$ cat src/rtl/mult8_pow_seq.sv
// mult8_pow_seq: computes a*b^n by driving one external registered mult8 n times.
// Ports:
//   i_clk, i_arst_n                     clock, async active-low reset
//   i_valid/o_ready, i_a, i_b, i_n      job request handshake and operands
//   o_valid/i_ready, o_result           result handshake and a*b^n
//   o_mult_a, o_mult_b                  operands to the external mult8
//   i_mult_product                      mult8 product, 1-cycle registered
// Build option: MULT8_POW_SEQ_EARLY_EXIT_EN ends a job once acc reaches zero.
module mult8_pow_seq #(
  parameter int N_W = 3
) (
  input  logic           i_clk,
  input  logic           i_arst_n,
  input  logic           i_valid,
  output logic           o_ready,
  input  logic [7:0]     i_a,
  input  logic [7:0]     i_b,
  input  logic [N_W-1:0] i_n,
  output logic           o_valid,
  input  logic           i_ready,
  output logic [7:0]     o_result,
  output logic [7:0]     o_mult_a,
  output logic [7:0]     o_mult_b,
  input  logic [7:0]     i_mult_product
);

  typedef enum logic [1:0] {
    S_IDLE,
    S_ISSUE,
    S_WAIT,
    S_DONE
  } state_e;

  state_e         state_q;
  logic [7:0]     acc_q;
  logic [7:0]     b_q;
  logic [N_W-1:0] cnt_q;
  logic [N_W-1:0] cnt_d;
  logic           ready_q;
  logic           valid_q;
  logic           idle_fin;
  logic           wait_fin;

  assign cnt_d = cnt_q - N_W'(1);

`ifdef MULT8_POW_SEQ_EARLY_EXIT_EN
  // a zero accumulator stays zero, so remaining steps are skipped
  assign idle_fin = (i_n == '0) || (i_a == 8'd0);
  assign wait_fin = (cnt_q == N_W'(1)) || (i_mult_product == 8'd0);
`else
  assign idle_fin = (i_n == '0);
  assign wait_fin = (cnt_q == N_W'(1));
`endif

  always_ff @(posedge i_clk or negedge i_arst_n) begin
    if (!i_arst_n) begin
      state_q <= S_IDLE;
      acc_q   <= 8'd0;
      b_q     <= 8'd0;
      cnt_q   <= '0;
      ready_q <= 1'b1;
      valid_q <= 1'b0;
    end else begin
      unique case (state_q)
        S_IDLE: begin
          if (i_valid) begin
            acc_q   <= i_a;
            b_q     <= i_b;
            cnt_q   <= i_n;
            ready_q <= 1'b0;
            if (idle_fin) begin
              state_q <= S_DONE;
              valid_q <= 1'b1;
            end else begin
              state_q <= S_ISSUE;
            end
          end
        end
        S_ISSUE: begin
          // operands already sit on o_mult_a/o_mult_b
          state_q <= S_WAIT;
        end
        S_WAIT: begin
          acc_q <= i_mult_product;
          cnt_q <= cnt_d;
          if (wait_fin) begin
            state_q <= S_DONE;
            valid_q <= 1'b1;
          end else begin
            state_q <= S_ISSUE;
          end
        end
        S_DONE: begin
          if (i_ready) begin
            state_q <= S_IDLE;
            valid_q <= 1'b0;
            ready_q <= 1'b1;
          end
        end
        default: begin
          state_q <= S_IDLE;
          valid_q <= 1'b0;
          ready_q <= 1'b1;
        end
      endcase
    end
  end

  assign o_ready  = ready_q;
  assign o_valid  = valid_q;
  assign o_result = acc_q;
  assign o_mult_a = acc_q;
  assign o_mult_b = b_q;

endmodule

$ cat config.mk
export PLATFORM = sky130hd
export DESIGN_NAME = mult8_pow_seq
export DESIGN_NICKNAME = d
export VERILOG_FILES = /design/src/rtl/mult8_pow_seq.sv
export SDC_FILE = /design/constraint.sdc
export NUM_CORES = 1
export LEC_CHECK = 0
export ABC_AREA = 0
export BUFFER_PORTS_ARGS = -buffer_cell sky130_fd_sc_hd__buf_2
export CAP_MARGIN = 20
export CORE_MARGIN = 5
export CORE_UTILIZATION = 35
export DETAILED_ROUTE_END_ITERATION = 8
export PLACE_DENSITY = 0.64
export SYNTH_ARGS = -nofsm -noshare
export SYNTH_HDL_FRONTEND = slang
export SYNTH_SLANG_ARGS = --single-unit
$ cat constraint.sdc
create_clock -name i_clk -period 1.5 [get_ports i_clk]
set_input_delay 0.15 -clock i_clk [delete_from_list [all_inputs] [get_ports i_clk]]
set_output_delay 0.15 -clock i_clk [all_outputs]
set_load 0.02 [all_outputs]
==> results.cfg, run 1 <==
[clocking]
clockRootBuffer = clkbuf_4
cts.sinks = 23
clk_latency_ps = 310
post_cts_buffers = 0
path_clk_slew_ps = 120
cts_tree = yes
cts_buffers = 3
cts_buffer_depth = 2
htree_levels = 1

[pwr]
total_power_mw = 3.36
p_leak_nw = 0.739
p_per_area_nw_per_um2 = 2240
peakVddDrop_mv = 1.12

[worst_setup_path]
cp_slowest_cell = dfrtp_1
crit_path_max_incr_delay_ps = 410
worstPathArrival_ps = 1560
criticalPathCategory = register to register
critPathRequiredTime_ps = 1710
startpoint_type = register
crit_chain = nand2b_1 > nor2_4 > mux2_2
cp_max_fo = 8
end_kind = register

[outcome]
status = finished clean

[routing]
ant_nets = 0
finalWirelength_mm = 2.93
vias_per_cell = 5.01
drc = 0
dr.pass1.iters = 4
drt_iter0_drc = 25
num_vias = 1067
post_drt_wl_per_cell_um = 13.8

[global_routing]
grt_max_degree = 24
antenna_found_initial = 0
grt_pass1_vias = 1109
grt_use_total = 0.134
grt_pass1_wl_mm = 4.77
overflow = 0

[synth]
synth_nets = 149
synth_cells = 116
yosys_warnings = 0
synth_seq_area_share = 0.488
synth-seq-cells = 23
synth_cell_type_count = 26
syn-cell-area_um2 = 1180
synth.avg_cell_area_um2 = 10.2

[floorplanning]
dieArea_um2 = 4640
num_rows = 21
initial_core_util = 0.357
core-area_um2 = 3310
die_w_um = 68.1
fp.dieH_um = 68.1
io_pins = 57

[min_path]
hp-class = primary input to register

[timing]
hold_viol_final = 0
slew_violations = 0
fin_crit_sh = 0.899
relSlewSlack = 0.658
max_slew.worst_pin.slew_ps = 513
fin_crit_ps = 1350
clock_skew_ps = 1.83
layout_setup_ws_ps = 151
finalSetupViolCount = 0
tns_ps = 0
fmax_mhz = 741
rsz0062_at_grt = false

[placed_design]
io_buffers = 56
pre_cts_slack_ps = 114
place_area_um2 = 1460
dp_hpwl_mm = 2.24
finalWeightedCongestion = 0.708

[final_layout]
diodes = 0
layout.nets = 201
multi_input_area_um2 = 498
fin_area_um2 = 1500
syn_to_final_growth_pct = 27.1
fillers = 348
layout-drive-gt1-share = 0.461
regArea_um2 = 577

[run]
drv_cap = 0
-- layout make-up --
| class | instances | area share |
|---|---|---|
| sequential | 23 | 0.384 |
| inverter | 4 | 0.00999 |
| clock inverter | 1 | 0.00333 |
| clock buffer | 3 | 0.0150 |
| multi-input combinational | 74 | 0.331 |
| timing repair buffer | 62 | 0.218 |
| tap | 46 | 0.0383 |
-- placed cells by master (no fill, tap or decap), drive strengths merged --
cell type    Yosys  routed
nor3             2       2
nand3            1       1
dfrtp           22      22
o311ai           1       1
buf             15      61
a21o             1       1
and3b            1       1
inv              4       4
dfstp            1       1
dlygate4sd3      0       1
a22oi           10      10
o21ai           10      10
mux2             8       8
ha               2       2
clkinv           0       1
o22ai            1       1
a2bb2oi          1       1
nand2b           2       2
o21bai           1       1
nor2b           11      11
clkbuf           0       3
nand2            4       4
nor2             4       4
nand4b           1       1
a21oi           13      13
-- critical path, delay by kind of cell, from the launching register on --
kind          cells  cell delay [ps]
flops             1              410
simple gates      2              470
mux               1              370
-- logic make-up (layout without fill, tap and decap cells) --
kind of cell,after synthesis,in the layout,synth area share
compound gates,38,38,0.194
simple gates,26,26,0.128
flops,23,23,0.488
buf+inv,19,70,0.0931
mux,8,8,0.0762
fa+ha+maj,2,2,0.0212
-- stage by stage --
stage / cells / hold WS [ps] / util
2_1_floorplan: 116 / -146 / -
3_3_place_gp: 208 / 149 / 0.442
3_5_place_dp: 208 / 164 / 0.442
4_1_cts: 213 / 45.2 / 0.453
5_1_grt: 213 / 42.8 / 0.454
6_report: 213 / 54.4 / 0.454
-- what timing repair did --
action	in CTS	in global routing
hold buffers	1	0
resized for setup	0	1
endpoints found under the setup margin	0	3
endpoints found under the hold margin	22	0
-- path summary, 6_finish.rpt --
kind / slack [ps] / cells after the start / start / end
worst max-delay path: 150 / 3 / state_q[0]$_DFFE_PN0P_ / o_mult_b[6]$_DFFE_PN0P_
worst min-delay path: 50 / 2 / i_ready / state_q[0]$_DFFE_PN0P_
worst max register to register: 150 / 3 / state_q[0]$_DFFE_PN0P_ / o_mult_b[6]$_DFFE_PN0P_
worst min register to register: 520 / 1 / o_mult_b[7]$_DFFE_PN0P_ / o_mult_b[7]$_DFFE_PN0P_
max in group asynchronous: 810 / 2 / i_arst_n / o_ready$_DFFE_PN1P_
min in group asynchronous: 330 / 2 / i_arst_n / o_mult_a[0]$_DFFE_PN0P_
-- Yosys cell counts (all sizes together) --
| cell | instances | share of area |
|---|---|---|
| dfrtp | 22 | 0.47 |
| buf | 15 | 0.080 |
| a21oi | 13 | 0.055 |
| nor2b | 11 | 0.058 |
| a22oi | 10 | 0.063 |
| o21ai | 10 | 0.042 |
| mux2 | 8 | 0.076 |
| inv | 4 | 0.013 |
| nand2 | 4 | 0.013 |
| nor2 | 4 | 0.019 |
| ha | 2 | 0.021 |
| nand2b | 2 | 0.011 |
| nor3 | 2 | 0.0085 |
| a21o | 1 | 0.0064 |
| a2bb2oi | 1 | 0.0074 |
| and3b | 1 | 0.0074 |
| dfstp | 1 | 0.022 |
| nand3 | 1 | 0.0042 |
| nand4b | 1 | 0.0074 |
| o21bai | 1 | 0.0064 |
| o22ai | 1 | 0.0053 |
| o311ai | 1 | 0.0074 |
-- flip-flops by register name, indices dropped and copies added (netlist names) --
name,flops
cnt_q,3
o_mult_a,8
o_mult_b,8
o_ready,1
o_valid,1
state_q,2
-- power by group --
| part | switching [mW] | internal [mW] |
|---|---|---|
| Clock | 0.186 | 0.0997 |
| Combinational | 1.12 | 0.778 |
| Sequential | 0.236 | 0.947 |
-- metal layers --
metal	vias up	wire length, um	GRT usage
met5	-	0	0
met4	0	21	0.0298
met3	2	266	0.0476
met2	41	1440	0.237
met1	522	1210	0.154
li1	502	-	-
Power figures use the tool's default switching activity.
==> inputs of run 2 (changes only) <==
--- a/config.mk
+++ b/config.mk
@@ -12,6 +12,8 @@
 export CORE_UTILIZATION = 35
 export DETAILED_ROUTE_END_ITERATION = 8
 export PLACE_DENSITY = 0.64
+export SETUP_SLACK_MARGIN = 0.3
+export SLEW_MARGIN = 20
 export SYNTH_ARGS = -nofsm -noshare
 export SYNTH_HDL_FRONTEND = slang
 export SYNTH_SLANG_ARGS = --single-unit
==> results.cfg, run 2 (synthesized netlist as in run 1, its figures left out) <==
[timing]
fin_crit_sh = 0.816
max_slew.worst_pin.slew_ps = 516
slew_violations = 0
hold_viol_final = 0
fin_crit_ps = 1220
tns_ps = 0
clock_skew_ps = 3.83
relSlewSlack = 0.656
fmax_mhz = 817
rsz0062_at_grt = true
finalSetupViolCount = 0

[final_layout]
diodes = 0
layout_common_cells = 55 x buf_2, 21 x dfrtp_1, 13 x a21oi_1
layout_commonest_cell = buf_2
final_util = 0.499
syn_to_final_growth_pct = 39.8
layout.nets = 208
layout-drive-gt1-share = 0.529

[worst_setup_path]
crit_path_max_incr_delay_ps = 410
cp-startpoint = state_q[0]$_DFFE_PN0P_
worstPathArrival_ps = 1430
criticalPathCategory = register to register
cp_slowest_cell = dfrtp_1
end_kind = register
cp_max_fo = 8
critPathRequiredTime_ps = 1700
r2r_start = state_q[0]$_DFFE_PN0P_
crit_chain = nand2b_4 > nor2_4 > buf_12 > mux2_4
startpoint_type = register

[run]
drv_cap = 0

[global_routing]
overflow = 0
antenna_found_initial = 0
grt_pass1_wl_mm = 4.80
grt_use_total = 0.137
grt_max_degree = 24
grt_pass1_vias = 1100

[clocking]
cts_tree = yes
cts_buffer_depth = 2
path_clk_slew_ps = 130
cts.sinks = 23
clk_latency_ps = 310
cts_buffers = 3
htree_levels = 1
clockRootBuffer = clkbuf_4

[routing]
drt_iter0_drc = 29
finalWirelength_mm = 3.07
dr.pass1.iters = 4
wl_met2_mm = 1.57
route.met3.wl_um = 188
top_layer = met4
met1_length_mm = 1.30
vias_per_cell = 4.78
post_drt_wl_per_cell_um = 14.0
ant_nets = 0
num_vias = 1051
drc = 0

[pwr]
peakVddDrop_mv = 1.16
p_leak_nw = 0.822
p_per_area_nw_per_um2 = 2260

[min_path]
hp-class = primary input to register
worstHoldStart = i_ready

[placed_design]
io_buffers = 56
dp_hpwl_mm = 2.34
finalWeightedCongestion = 0.729

[floorplanning]
io_pins = 57
initial_core_util = 0.357
dieArea_um2 = 4640
die_w_um = 68.1
num_rows = 21
core-area_um2 = 3310
fp.dieH_um = 68.1

[outcome]
status = finished clean
run 2: final cells by class:
cell class | count | area, um^2
fillers | 337 | 1660
flip-flops and latches | 23 | 578
multi-input cells | 74 | 572
repair buffers | 69 | 403
well taps | 46 | 57.6
clock buffers | 3 | 22.5
inverters | 4 | 15.0
clock inverters | 1 | 5.00
run 2: worst max-delay path: cells and delay by family (launching register included):
kind | cells | cell delay (ps)
flip-flops | 1 | 410
multiplexers | 1 | 300
AND/OR/NAND/NOR | 2 | 260
buffers and inverters | 1 | 140
run 2: repair_timing:
action,in CTS,in global routing
pin swaps,1,1
endpoints found under the hold margin,22,0
hold buffers,1,0
setup endpoints to repair,18,20
resized for setup,11,17
setup buffers,2,4
run 2: worst paths after layout:
path	depth (start not counted)	to	slack, ps
setup reg to reg	4	o_mult_b[2]$_DFFE_PN0P_	280
min in group asynchronous	2	o_mult_a[2]$_DFFE_PN0P_	340
hold reg to reg	1	o_mult_b[7]$_DFFE_PN0P_	520
max in group asynchronous	2	state_q[1]$_DFFE_PN0P_	780
hold / removal	2	state_q[0]$_DFFE_PN0P_	50
setup / recovery	4	o_mult_b[2]$_DFFE_PN0P_	280
run 2: per-stage QoR:
step           cell area (um^2)  setup WS (ps)  power (mW)  hold WS [ps]  cells
3_3_place_gp               1480            174        3.05           148    209
4_1_cts                    1580            265        3.57          36.0    216
3_5_place_dp               1480           74.5        3.13           156    209
6_report                   1650            275        3.73          48.2    220
5_1_grt                    1650            233        4.06          30.1    220
2_1_floorplan              1190            323        2.62          -146    116
run 2: layer usage:
layer	global-route usage	vias up
met2	0.231	33
met1	0.171	503
met3	0.0296	2
met4	0.0496	0
li1	-	513
met5	0	-
run 2: power breakdown:
part           leakage, nW  switching, mW  internal, mW
Combinational        0.530           1.22          1.04
Clock               0.0177          0.185        0.0995
Sequential           0.274          0.242         0.951
==> inputs of run 3 (changes only) <==
--- a/config.mk
+++ b/config.mk
@@ -11,7 +11,7 @@
 export CORE_MARGIN = 5
 export CORE_UTILIZATION = 35
 export DETAILED_ROUTE_END_ITERATION = 8
-export PLACE_DENSITY = 0.64
+export PLACE_DENSITY = 0.67
 export SETUP_SLACK_MARGIN = 0.3
 export SLEW_MARGIN = 20
 export SYNTH_ARGS = -nofsm -noshare
==> constraint.sdc (replaced) <==
create_clock -name i_clk -period 1.1 [get_ports i_clk]
set_input_delay 0.11 -clock i_clk [delete_from_list [all_inputs] [get_ports i_clk]]
set_output_delay 0.11 -clock i_clk [all_outputs]
set_load 0.02 [all_outputs]
==> results.cfg, run 3 (synthesized netlist as in run 1, its figures left out) <==
[worst_setup_path]
end_kind = register
endpoint = o_mult_b[4]$_DFFE_PN0P_
cp_slowest_cell = dfrtp_1
worstPathArrival_ps = 1480
cp_max_fo = 8
cp-startpoint = state_q[0]$_DFFE_PN0P_
r2r_end = o_mult_b[4]$_DFFE_PN0P_
ff2ff_setup_slack_ps = -150
crit_path_max_incr_delay_ps = 450
critPathRequiredTime_ps = 1330
startpoint_type = register
crit_chain = nand2b_4 > nor2_4 > buf_12 > mux2_4
r2r_cells = 4
criticalPathCategory = register to register
r2r_start = state_q[0]$_DFFE_PN0P_

[global_routing]
overflow = 0
grt_pass1_vias = 1245
grt_max_degree = 24
grt_use_total = 0.160
grt_pass1_wl_mm = 5.58
antenna_found_initial = 0

[final_layout]
fin_area_um2 = 2100
layout-drive-gt1-share = 0.587
syn_to_final_growth_pct = 77.2
layout.nets = 235
final_util = 0.633
diodes = 0
layout_common_cells = 30 x buf_6, 30 x buf_2, 24 x buf_4

[timing]
relSlewSlack = 0.653
max_slew.worst_pin.slew_ps = 520
clock_skew_ps = 5.71
rsz0062_at_grt = true
fin_crit_sh = 1.14
fin_hold_ws_ps = 10.1
slew_violations = 0
fmax_mhz = 798
tns_ps = -1970
fin_crit_ps = 1250
layout_setup_ws_ps = -154
hold_viol_final = 0
finalSetupViolCount = 22

[floorplanning]
io_pins = 57
initial_core_util = 0.357
die_w_um = 68.1
core-area_um2 = 3310
fp.dieH_um = 68.1
num_rows = 21
dieArea_um2 = 4640

[placed_design]
dp_hpwl_mm = 2.34
place_area_um2 = 1500
finalWeightedCongestion = 0.776
io_buffers = 56

[routing]
ant_nets = 0
dr.pass1.iters = 5
finalWirelength_mm = 3.74
num_vias = 1203
post_drt_wl_per_cell_um = 15.2
drt_iter0_drc = 36
drc = 0
vias_per_cell = 4.87

[clocking]
htree_levels = 1
path_clk_slew_ps = 140
cts_tree = yes
clockRootBuffer = clkbuf_4
cts.sinks = 23
clk_latency_ps = 320
cts_buffer_depth = 2
cts_buffers = 3

[pwr]
total_power_mw = 6.48
peakVddDrop_mv = 1.98
p_leak_nw = 1.01
p_per_area_nw_per_um2 = 3090

[outcome]
violations = negative setup slack
status = complete, but fails checks

[run]
drv_cap = 0

[min_path]
hp-class = primary input to register
==> run 3: worst min path at each step <==
stage | slack, ps | depth (start not counted) | from | end
floorplan | -190 | 0 | i_arst_n | cnt_q[0]$_DFFE_PN0P_
global placement | 100 | 1 | i_arst_n | o_mult_a[0]$_DFFE_PN0P_
detailed placement | 120 | 1 | i_arst_n | o_mult_a[0]$_DFFE_PN0P_
CTS | 4 | 2 | i_b[1] | o_mult_b[1]$_DFFE_PN0P_
global route | -4 | 2 | i_b[4] | o_mult_b[4]$_DFFE_PN0P_
finish | 10 | 2 | i_b[4] | o_mult_b[4]$_DFFE_PN0P_
==> run 3: per-stage QoR <==
step	worst slack, ps	std cells
floorplan	-76.7	116
detailed placement	-220	210
global placement	-167	210
finish	-154	247
global route	-176	247
CTS	-146	233
==> run 3: report_power, final <==
group	internal (mW)	leakage [nW]	switching, mW	total, mW
combinational	2.45	0.718	1.88	4.33
sequential	1.30	0.274	0.434	1.73
clock	0.139	0.0139	0.277	0.417
==> run 3: layout make-up <==
class | instances | area (um^2)
fill | 251 | 1210
timing repair buffer | 96 | 813
multi-input combinational | 74 | 602
sequential | 23 | 578
tap | 46 | 57.6
clock buffer | 3 | 22.5
inverter | 4 | 15.0
clock inverter | 1 | 7.51
==> run 3: metal layers <==
layer	vias to the layer above	wire, um	track usage
met2	62	1880	0.277
met4	0	65	0.0471
met3	6	362	0.0624
met1	566	1430	0.182
met5	-	0	0
li1	569	-	-
==> run 3: worst max-delay path: cells and delay by family (launching register included) <==
| kind | cells | cell delay [ps] |
|---|---|---|
| and+or+nand+nor | 2 | 270 |
| DFF | 1 | 450 |
| muxes | 1 | 300 |
| buffers and inverters | 1 | 140 |
==> run 3: timing repair <==
item | 4_1_cts | 5_1_grt
resized for setup | 70 | 20
endpoints found under the hold margin | 23 | 7
endpoints found under the setup margin | 49 | 49
pin swaps | 1 | 13
cloned | 1 | 0
hold buffers | 2 | 7
buffers inserted | 16 | 7
